[src/rtl/cic_interp_comb.sv]
// Input comb and zero-stuffing upsampler for the CIC interpolator: one first-difference
// value per accepted PCM sample, followed by R-1 stuffed zeros, R = 2^os_sel.
module cic_interp_comb #(
    parameter int ODW = 16,
    parameter int IDW = 23
) (
    input  logic           clk_div,
    input  logic           reset_n,
    input  logic [2:0]     os_sel,
    input  logic [ODW-1:0] in_data,
    input  logic           in_valid,
    output logic           in_ready,
    output logic [IDW-1:0] data_out,
    output logic           out_valid,
    output logic           out_stb,
    output logic           underrun
);

    localparam int SXW = IDW - ODW - 1;

    logic [2:0]     os_sel_q;
    logic [5:0]     cnt_q, cnt_d;
    logic [ODW-1:0] prev_q, prev_d;
    logic [IDW-1:0] data_q, data_d;
    logic           valid_q, valid_d;
    logic           stb_q, stb_d;
    logic           und_q, und_d;

    logic           os_legal;
    logic           enabled;
    logic           phase0;
    logic           cnt_last;
    logic [6:0]     r_m1;
    logic [ODW:0]   diff;
    logic [IDW-1:0] diff_ext;

    // A changed os_sel disables the block for one cycle, restarting the stream cleanly.
    assign os_legal = (os_sel != 3'd0) && (os_sel != 3'd7);
    assign enabled  = os_legal && (os_sel == os_sel_q);
    assign phase0   = (cnt_q == 6'd0);
    assign r_m1     = (7'd1 << os_sel) - 7'd1;
    assign cnt_last = ({1'b0, cnt_q} == r_m1);
    assign in_ready = enabled && phase0;

    // First difference at ODW+1 bits cannot overflow.
    assign diff = {in_data[ODW-1], in_data} - {prev_q[ODW-1], prev_q};

    generate
        if (SXW > 0) begin : g_sext
            assign diff_ext = {{SXW{diff[ODW]}}, diff};
        end else begin : g_nosext
            assign diff_ext = diff;
        end
    endgenerate

    always_comb begin
        cnt_d   = cnt_q;
        prev_d  = prev_q;
        data_d  = '0;
        valid_d = 1'b0;
        stb_d   = 1'b0;
        und_d   = 1'b0;
        if (!enabled) begin
            cnt_d  = 6'd0;
            prev_d = '0;
        end else begin
            cnt_d   = cnt_last ? 6'd0 : cnt_q + 6'd1;
            valid_d = 1'b1;
            if (phase0) begin
                stb_d = 1'b1;
                if (in_valid) begin
                    prev_d = in_data;
                    data_d = diff_ext;
                end else begin
                    // Missing sample: emit zero, keep prev so the input reads as held.
                    und_d = 1'b1;
                end
            end
        end
    end

    always_ff @(posedge clk_div or negedge reset_n) begin
        if (!reset_n) begin
            os_sel_q <= 3'd0;
            cnt_q    <= 6'd0;
            prev_q   <= '0;
            data_q   <= '0;
            valid_q  <= 1'b0;
            stb_q    <= 1'b0;
            und_q    <= 1'b0;
        end else begin
            os_sel_q <= os_sel;
            cnt_q    <= cnt_d;
            prev_q   <= prev_d;
            data_q   <= data_d;
            valid_q  <= valid_d;
            stb_q    <= stb_d;
            und_q    <= und_d;
        end
    end

    assign data_out  = data_q;
    assign out_valid = valid_q;
    assign out_stb   = stb_q;
    assign underrun  = und_q;

endmodule
[config.mk]
export PLATFORM = sky130hd
export DESIGN_NAME = cic_interp_comb
export DESIGN_NICKNAME = d
export VERILOG_FILES = /design/src/rtl/cic_interp_comb.sv
export SDC_FILE = /design/constraint.sdc
export NUM_CORES = 1
export LEC_CHECK = 0
export ABC_AREA = 1
export BUFFER_PORTS_ARGS = -buffer_cell sky130_fd_sc_hd__buf_2
export CORE_MARGIN = 2
export CORE_UTILIZATION = 50
export CTS_CLUSTER_DIAMETER = 120
export CTS_CLUSTER_SIZE = 30
export DETAILED_ROUTE_END_ITERATION = 6
export PLACE_DENSITY = 0.72
export SYNTH_ARGS = -nofsm -noshare
export SYNTH_HDL_FRONTEND = slang
export SYNTH_SLANG_ARGS = --single-unit
export TNS_END_PERCENT = 1
[constraint.sdc]
create_clock -name clk_div -period 5.3 [get_ports clk_div]
set_clock_uncertainty 0.2 [all_clocks]
set_input_delay 0.795 -clock clk_div [delete_from_list [all_inputs] [get_ports clk_div]]
set_output_delay 0.795 -clock clk_div [all_outputs]
set_load 0.1 [all_outputs]
---- Word-level counts from Yosys, hierarchy flattened ----
Cells that the tools add are included.
storage, ports and cells
  bits in registers ....................... 51
  latch bits .............................. 0
  memory bits (writable) .................. 0
  bits in read-only memories .............. 0
  input port bits ......................... 22
  output and inout bits ................... 27
  logic and storage cells ................. 36
  memories kept ........................... 0
operators by class
  add/subtract/negate cells ............... 3
  multiply operators ...................... 0
  divide/modulo/power cells ............... 0
  order comparisons ....................... 0
  equality and inequality tests ........... 5
  shifts and indexed selects .............. 1
  multiplexer cells ....................... 14
  bitwise gates (word level) .............. 0
  reductions and logical operators ........ 6
operators by type and width
  cell                   number
  $mux W23               3
  $mux W16               3
  $sub A16 B16 Y17       1
  $mux W6                2
  $eq A6 B7 Y1           1
  $shl A1 B3 Y7 const A  1
  $sub A7 B1 Y7 const B  1
  $add A6 B1 Y6 const B  1
  $logic_not A6 Y1       1
  $mux W1                6
  $eq A3 B3 Y1           1
  $logic_and A1 B1 Y1    3
  $ne A3 B3 Y1 const B   1
  $reduce_bool A3 Y1     1
  $ne A2 B1 Y1 const B   1
  $ne A2 B2 Y1 const B   1
  $reduce_and A2 Y1      1

---- Longest topological paths before layout ----
Gate-level depths: netlist of the first run.
  depth in word-level cells ............... 5
  gate-level depth with buffers ........... 13
  gate-level depth less buffers ........... 13

---- Worst setup path after synthesis of the first run ----
Ideal clock, no wire load.
  path type ............................... input port to output port
  start point ............................. input port os_sel[0]
  end point ............................... output port in_ready
  arrival ................................. 1.655 ns
  data required time ...................... 4.305 ns
  setup slack ............................. 2.650 ns
  cell stages on the path ................. 5
  path buffers ............................ 0
  cell sequence ........................... nand2_1 -> nand3_1 -> nor2_4 -> nand2_4 -> nor2_4
between the ends
  word-level cells in the longest chain between the ends .. 4
  elaborated cells on any way between the ends .. 6
  those cells by class .................... eq/ne (2); reduce/logical (4)
ends and longest elaborated chain
  element                                                    line  RTL
  start, declared                                            9     input logic [2:0] os_sel,
  $ne A3 B3 Y1 / $reduce_bool A3 Y1 (equally long branches)  38    assign os_legal = (os_sel != 3'd0) && (os_sel != 3'd7);
  $logic_and A1 B1 Y1                                        38
  $logic_and A1 B1 Y1 (*)                                    39    assign enabled = os_legal && (os_sel == os_sel_q);
  $logic_and A1 B1 Y1 (*)                                    43    assign in_ready = enabled && phase0;
  end, declared                                              12    output logic in_ready,
Every way passes the cells marked *; elsewhere a longest branch is shown, timed or not.

---- Worst setup path after layout of the first run ----
  start point ............................. input port os_sel[1]
  end point ............................... output port in_ready
Same word-level chain as after synthesis.

==> results of run 1 <==
==> critical path: cells and delay by family <==
| kind | cells | cell delay (ns) |
|---|---|---|
| buffers and inverters | 3 | 0.67 |
| AO/OA/AOI/OAI | 1 | 0.07 |
| AND/OR/NAND/NOR | 4 | 0.40 |
==> metrics by stage <==
step	hold slack, ns	setup WS, ns	total power [mW]	cells	util, %
floorplan	0.249	2.65	0.530	439	-
global placement	0.262	2.42	0.573	550	55.3
detailed placement	0.268	2.38	0.576	550	55.3
CTS	0.289	2.38	0.794	557	56.8
global route	0.307	2.31	0.833	557	56.8
finish	0.283	2.38	0.786	557	56.8
==> synth_stat cells, types with 3 or more instances <==
library cell	number	share of area [%]
xor2_1	3	0.87
a21oi_1	13	2.2
a21boi_0	3	0.75
buf_4	9	2.2
inv_1	82	10
xnor2_1	3	0.87
dfrtp_1	45	37
ha_1	19	7.9
nand3_1	22	3.7
nor2_4	3	1.1
nor3_1	7	1.2
nor2_1	41	5.1
nand2_1	169	21
==> per-layer routing <==
layer | up-vias | global-route usage, % | wire length [um]
met5 | - | 0 | 0
met4 | 0 | 8.50 | 116
met3 | 12 | 3.85 | 313
met2 | 56 | 34.7 | 2810
met1 | 1165 | 25.4 | 2800
li1 | 1394 | - | -
==> cells by family (layout without fill, tap and decap cells) <==
logic type      count (synthesis)  count (layout)  synth area share (%)
xor+xnor                        6               6                  1.75
simple gates                  252             252                  35.0
compound gates                 21              21                  3.99
buf+inv                        95             138                  13.3
flops                          45              45                  37.4
fa+ha+maj                      20              20                  8.56
==> final cells by class <==
class / instances / area [um2] / area share (%)
flip-flops and latches: 45 / 1130 / 33.7
multi-input cells: 299 / 1490 / 44.4
inverters: 83 / 312 / 9.32
clock buffers: 7 / 86.3 / 2.58
well taps: 75 / 93.8 / 2.81
repair buffers: 48 / 240 / 7.19
==> flip-flops by register name (all words and copies together), names as in the netlist <==
| register | flops |
|---|---|
| data_out | 17 |
| prev_q | 16 |
| out_valid | 1 |
| underrun | 1 |
| cnt_q | 6 |
| out_stb | 1 |
| os_sel_q | 3 |
==> worst min-delay path by stage <==
stage / start / end / slack (ns) / cells past startpoint
final: prev_q[10] / prev_q[10] / 0.28 / 2
after global routing: prev_q[10] / prev_q[10] / 0.31 / 2
after CTS: prev_q[10] / prev_q[10] / 0.29 / 2
after detailed placement: prev_q[10] / prev_q[10] / 0.27 / 2
after global placement: prev_q[2] / prev_q[2] / 0.26 / 2
after floorplan: prev_q[10] / prev_q[10] / 0.25 / 2
==> placed cells by master, fill, tap and decap left out, drive strengths merged <==
cell    synthesis  layout
nor2           44      44
nand3          23      23
inv            83      83
clkbuf          1       7
nand4           2       2
xor2            3       3
and2            2       2
xnor2           3       3
a21oi          13      13
fa              1       1
nand2         170     170
a21boi          3       3
buf            11      48
dfrtp          45      45
o21ai           5       5
nand3b          2       2
ha             19      19
nor3            9       9
==> power by group <==
| group | total (mW) | internal (mW) | leakage, nW | switching, mW |
|---|---|---|---|---|
| logic | 0.210 | 0.0556 | 1.39 | 0.155 |
| registers | 0.359 | 0.354 | 0.616 | 0.00509 |
| clock network | 0.217 | 0.104 | 0.0443 | 0.114 |
==> results list, run 1 <==
* Outcome: complete, no violations
- Required @ worst endpoint: 4.30 ns
- Per-instance average area after synthesis: 6.86 um2
- The initialized floorplan defines 28 standard-cell rows.
- Nets in the synthesized netlist: 481
* Residual DRC count: 0
- Number of buffers inserted by port buffering: 48
- No sink is reached through more buffers than the 2 on the longest clock path.
- Transition at the pin with the smallest max-transition slack: 0.994 ns
- Critical path's slowest cell: buf_2
* Synthesis-to-finish area growth: 11.1%
* Htree depth: 2
- Post-DP HPWL: 4.62 mm
- Sequential cells were found to cover 37.4% of the synthesized design area.
- The die is 81.6 um wide.
- Across the run, the number of max-cap violations was 0.
- Once detail routing completed, the nets flagged for antenna violations numbered 0.
- After synthesis, the netlist uses 28 different library cells.
- Final weighted congestion in routability-driven placement: 0.900
- TritonCTS built the clock tree.
- Number of vias after detailed routing: 2,627
* Total setup violations reported at the end of the flow: 0
- The worst path in the final design needs a cycle of 2.92 ns, including I/O delays and setup.
- Crit. End Element: output pin
* Unrepaired setup endpoints after global routing: no
* Share of synthesized flip-flops with an asynchronous set or reset: 100%
- Fill cell count: 592
- Based on the critical path, the design can be clocked at up to 0.342 GHz.
- Largest stage delay on the critical path: 0.43 ns
- In this run the cell area of the synthesized design comes to 3010 um2.
- Sum of overflow across all layers after global routing: 0
- Yosys mapped a number of flops with a built-in enable equal to 0.
* Pleak: 2.05 nW
- Detailed Route WL: 6.05 mm
- During synthesis, Yosys emitted a total of 0 warnings.
- Clock slew seen by the registers of the worst setup and hold paths: 0.08 ns
* Path type of the worst min-delay path: register to register
- In this run, the number of DRC markers left after iteration 0 of detailed routing was 94.
- Worst r2r path cells: 5
- Number of clock sinks: 45
* Post-layout net count: 524
- The number of antenna diodes in the final layout is 0.
- After technology mapping, the gate count stands at 439.
- Critical R2R Capture: data_out[11]
* Category of the worst setup path launch point: input pin
- Tracing the worst setup path back leads to its startpoint at os_sel[1].
- The total count of max-transition violations in the final report was 0.
- Worst setup path endpoint: in_ready
- Measured against its own limit, the worst slew margin works out to 33.8%.
* Quantity of hold-fixing buffers added after cts: 0
* Global-route wire length before repair: 10.5 mm
- Number of antenna violations at the first check in global routing: 0
* Arr. time, crit path: 1.93 ns
- The critical path is of the input pin to output pin type.
* Post-cts sizing count: 0
- Worst reg2reg startpoint: cnt_q[2]
* Total CTS buffers: 5
- After detailed routing, the average wire length per cell comes to 10.9 um.
* Number of post-CTS setup repair buffers: 0
* Master cell of the clock root buffer: clkbuf_8
* Maximum resistive drop on vdd: 0.000137 V
- The floorplan step defined a die boundary enclosing 6660 um2.
- Across all register-to-register paths, the minimum setup slack is 3.11 ns.
- Via count of the first global-routing pass: 2,417
- Largest net degree at the start of global routing: 46
- The finished cells cover 3340 um2.
- The final hold violation count is 0.
- Prevailing post-synth register cell: dfrtp_1
* Power density normalized to cell area: 235 nW/um2
- The first detailed-routing pass ran for 4 iterations.
- Measured along the y axis, the die boundary spans 81.6 um.
- After layout, the worst path uses 55.2% of the clock period.
- Insertion delay to the later sink of the worst-skew pair: 0.31 ns
* Fin Setup TNS: 0 ns
- The signal on the critical path passes through buf_2 > inv_2 > nand2_1 > o21ai_2 > nor2_4 > nand2_4 > nor2_4 > buf_2.
* Vias per cell: 4.72
* Fraction of final layout cells sized beyond drive strength 1: 13.3%
- In this run the cell area measured after placement is 3260 um2.
* Seq cells post-synth: 45
- Starting utilization of the core area: 51.1%
* Global routing usage summed across all routing layers: 20.4%
- CORE AREA: 5890 um2
- 49 I/O pins were placed.
- CP Max Fanout: 8
(Power assumes the default switching activity.)
==> inputs of run 2 (changes only) <==
--- a/config.mk
+++ b/config.mk
@@ -5,14 +5,14 @@
 export SDC_FILE = /design/constraint.sdc
 export NUM_CORES = 1
 export LEC_CHECK = 0
-export ABC_AREA = 1
+export ABC_AREA = 0
 export BUFFER_PORTS_ARGS = -buffer_cell sky130_fd_sc_hd__buf_2
 export CORE_MARGIN = 2
 export CORE_UTILIZATION = 50
 export CTS_CLUSTER_DIAMETER = 120
 export CTS_CLUSTER_SIZE = 30
 export DETAILED_ROUTE_END_ITERATION = 6
-export PLACE_DENSITY = 0.72
+export PLACE_DENSITY = 0.73
 export SYNTH_ARGS = -nofsm -noshare
 export SYNTH_HDL_FRONTEND = slang
 export SYNTH_SLANG_ARGS = --single-unit
==> constraint.sdc (replaced) <==
create_clock -name clk_div -period 3 [get_ports clk_div]
set_clock_uncertainty 0.2 [all_clocks]
set_input_delay 0.45 -clock clk_div [delete_from_list [all_inputs] [get_ports clk_div]]
set_output_delay 0.45 -clock clk_div [all_outputs]
set_load 0.1 [all_outputs]
==> run 2 against run 1 <==
Compared with the run above:
- power grew 76%
- combinational power up 36%
- flip-flop and latch count is the same
- die area is 7.9% lower
- clock power is 120% higher
- register-to-register slack lost 2.6 ns
- critical endpoint unchanged
==> results list, run 2 <==
- Final antenna diode count: 0
- Unrepaired setup endpoints after global routing: no
- In the global route stage, overall resource usage came out at 18.7%.
- Number of buffers inserted by port buffering: 48
- Synthesis-to-finish area growth: 11.7%
* CP Max Fanout: 8
* Number of clock sinks: 45
- Post-cts sizing count: 0
* Total count of max-transition violations in the final report: 0
- Leaving out fill and tap cells, the most frequent cell in the layout is buf_2.
- Detailed Route WL: 5.39 mm
- Per report_power, the sequential group accounts for 45.4% of the total.
* Number of cells after detailed placement: 381
- Worst reg2reg startpoint: prev_q[0]
- Total CTS buffers: 5
* Post-synthesis cell area: 2760 um2
* Maximum clock path buffer count: 2
* Max-cap viol count: 0
- After detailed placement, the total cell area comes to 2970 um2.
* Prevailing post-synth register cell: dfrtp_1
* Global-route wire length before repair: 9.13 mm
- Final hold violation count: 0
* Maximum resistive drop on vdd: 0.000296 V
- Net switching power: 0.397 mW
* Post-synth EDFFs: 0
- The total overflow left after global routing is 0.
- Critical path's slowest cell: dfrtp_1
- In the routed layout, each cell is associated on average with a via count of 5.40.
* Worst setup path start: os_sel_q[0]
* CORE AREA: 5410 um2
* WP depth: 5
* Cell internal pwr: 0.985 mW
- At the pin with the least slew margin, the transition time is 0.960 ns.
- Most instantiated cells after synthesis: dfrtp_1 (45), nor2_1 (28), inv_1 (22)
* Path type of the worst min-delay path: input pin to async pin
* Post-DP HPWL: 3.97 mm
- Post-layout net count: 358
- TritonCTS built the clock tree.
* Category of the worst setup path launch point: register
* Largest stage delay on the critical path: 0.43 ns
* Post-DR wirelength/cell: 13.8 um
- Crit path cell chain: nor4bb_1 > o21ai_2 > o311ai_4 > and2_2 > buf_2
- Tightest slew margin relative to the limit: 36.0%
* Final critical-path share of the clock period: 88.4%
* Quantity of hold-fixing buffers added after cts: 0
- The number of nets in the synthesized netlist is 317.
- Clock-pin slew was measured on the worst setup and hold paths at 0.08 ns.
- Of the total power, combinational logic draws 20.7%.
- Proportion of synthesized chip area in sequential cells: 40.8%
- Number of antenna violations at the first check in global routing: 0
- Measured on the finished design, the core utilization comes to 57.0%.
- Share of synthesized flip-flops with an asynchronous set or reset: 100%
- Library cell with the largest summed area after synthesis: dfrtp_1
- Number of antenna-violating nets in the routed design: 0
- In the post-synthesis netlist, the cell with the most instances is dfrtp_1.
- Start-to-end type of the worst setup path: register to output pin
- Largest net degree at the start of global routing: 46
- Worst r2r path cells: 8
- Arr. time, crit path: 2.00 ns
- Registers take 1130 um2.
* Fill cell count: 488
* Total power after layout: 1.38 mW
- Total iterations of the first detailed-routing run: 4
- The detailed router finished its first iteration with 112 violations.
* Htree depth: 2
- Die Y: 78.3 um
- Seq cells post-synth: 45
* Post-route insts no fill: 389
- The worst setup path is captured at an output pin.
- Starting utilization of the core area: 51.1%
- The later pin in the worst-skew pair is clocked with a latency of 0.30 ns.
- Maximum clock frequency: 0.377 GHz
- From left edge to right edge, the die measures 78.3 um.
- Number of vias after detailed routing: 2,099
- STA puts the critical path data required time at 2.35 ns.
- Setup violations remaining at the end of the flow were counted as 0.
- Pleak: 1.49 nW
- In this run the post-CTS setup repair buffer count came out at 0.
* Worst path bufs/invs: 1
* Number of primary I/O pins: 49
- In the layout the commonest cells are buf_2 (48), dfrtp_1 (45), nor2_1 (28).
- In this run switching power makes up 28.7% of total power.
- Final critical-path required period: 2.65 ns
- Summed over its instances, the top area cell type makes up 40.8% of the synthesized netlist area.
* Number of cells produced by synthesis: 275
- In the final layout, the share of cells above drive strength 1 is 23.7%.
- Number of placement rows: 27
- The Yosys step of the flow raised 0 warnings.
- In the final timing run, aggregate negative setup slack is 0 ns.
* Main area contributors after synthesis: dfrtp_1 (41%), ha_1 (8.6%), nor2_1 (3.8%)
* Proportion of power drawn by the clock network: 33.9%
* Post-synth cell types: 56
- After synthesis, the mean cell area works out to 10.0 um2.
* Footprint of the multi-input gates: 1420 um2
- Final weighted congestion in routability-driven placement: 0.808
- Top delay family on crit path: simple AND/OR/NAND/NOR gates
* Outcome: complete, no violations
- The number of global-route vias before repair was 2,001.
* Die area: 6130 um2
- With fillers left out, the area of the finished cells amounts to 3080 um2.
- Max FFs per register: 17
- Master cell of the clock root buffer: clkbuf_8
* Power density normalized to cell area: 448 nW/um2
- Residual DRC count: 0
run 2: cell types whose count changed after synthesis, moves of 4 or more:
cell / before / now
xor2_1: 3 / 9
o21a_1: 0 / 4
nand2_1: 169 / 12
nand2b_1: 0 / 9
xnor2_1: 3 / 9
o21ai_0: 2 / 10
inv_1: 82 / 22
a22o_2: 0 / 6
nor2_1: 41 / 28
nand3_1: 22 / 5
a22o_1: 0 / 10
a31oi_1: 0 / 4
run 2: stage by stage:
step                hold slack, ns  worst slack (ns)
finish                       0.108             0.348
global route                 0.174             0.168
CTS                          0.141             0.320
detailed placement           0.282             0.343
global placement             0.282             0.424
floorplan                  -0.0456             0.636
run 2: cells by family after synthesis:
family	after synthesis	synth area share [%]
simple gates	83	15.7
compound gates	70	19.9
flops	45	40.8
buf+inv	37	7.75
fa+ha+maj	20	9.34
xor+xnor	18	5.71
mux	2	0.771
run 2: worst paths after layout:
check	to	slack [ns]
hold reg to reg	prev_q[8]	0.30
setup reg to reg	data_out[21]	0.54
max in group asynchronous	os_sel_q[1]	1.90
hold / removal	prev_q[3]	0.11
setup / recovery	in_ready	0.35
min in group clk_div	underrun	0.19
run 2: power by group through the flow:
stage                     logic [mW]  registers [mW]  clock network, mW
after floorplan                0.172           0.688                  0
after global placement         0.281           0.639                  0
after detailed placement       0.285           0.639                  0
after CTS                      0.287           0.627              0.485
after global routing           0.314           0.629              0.516
final                          0.286           0.627              0.469
run 2: cell type report:
| class | instances | share of cell area, % |
|---|---|---|
| clock inverter | 1 | 0.974 |
| clock buffer | 7 | 2.80 |
| tap | 72 | 2.92 |
| timing repair buffer | 49 | 8.04 |
| sequential | 45 | 36.5 |
| multi-input combinational | 193 | 46.1 |
| inverter | 22 | 2.68 |
run 2: per-layer routing:
metal	track usage (%)	share of wire, %	vias to the layer above
met3	3.45	2.8	11
met4	7.37	1.9	0
met5	0	0	-
met1	24.0	47	1006
met2	31.4	49	36
li1	-	-	1046
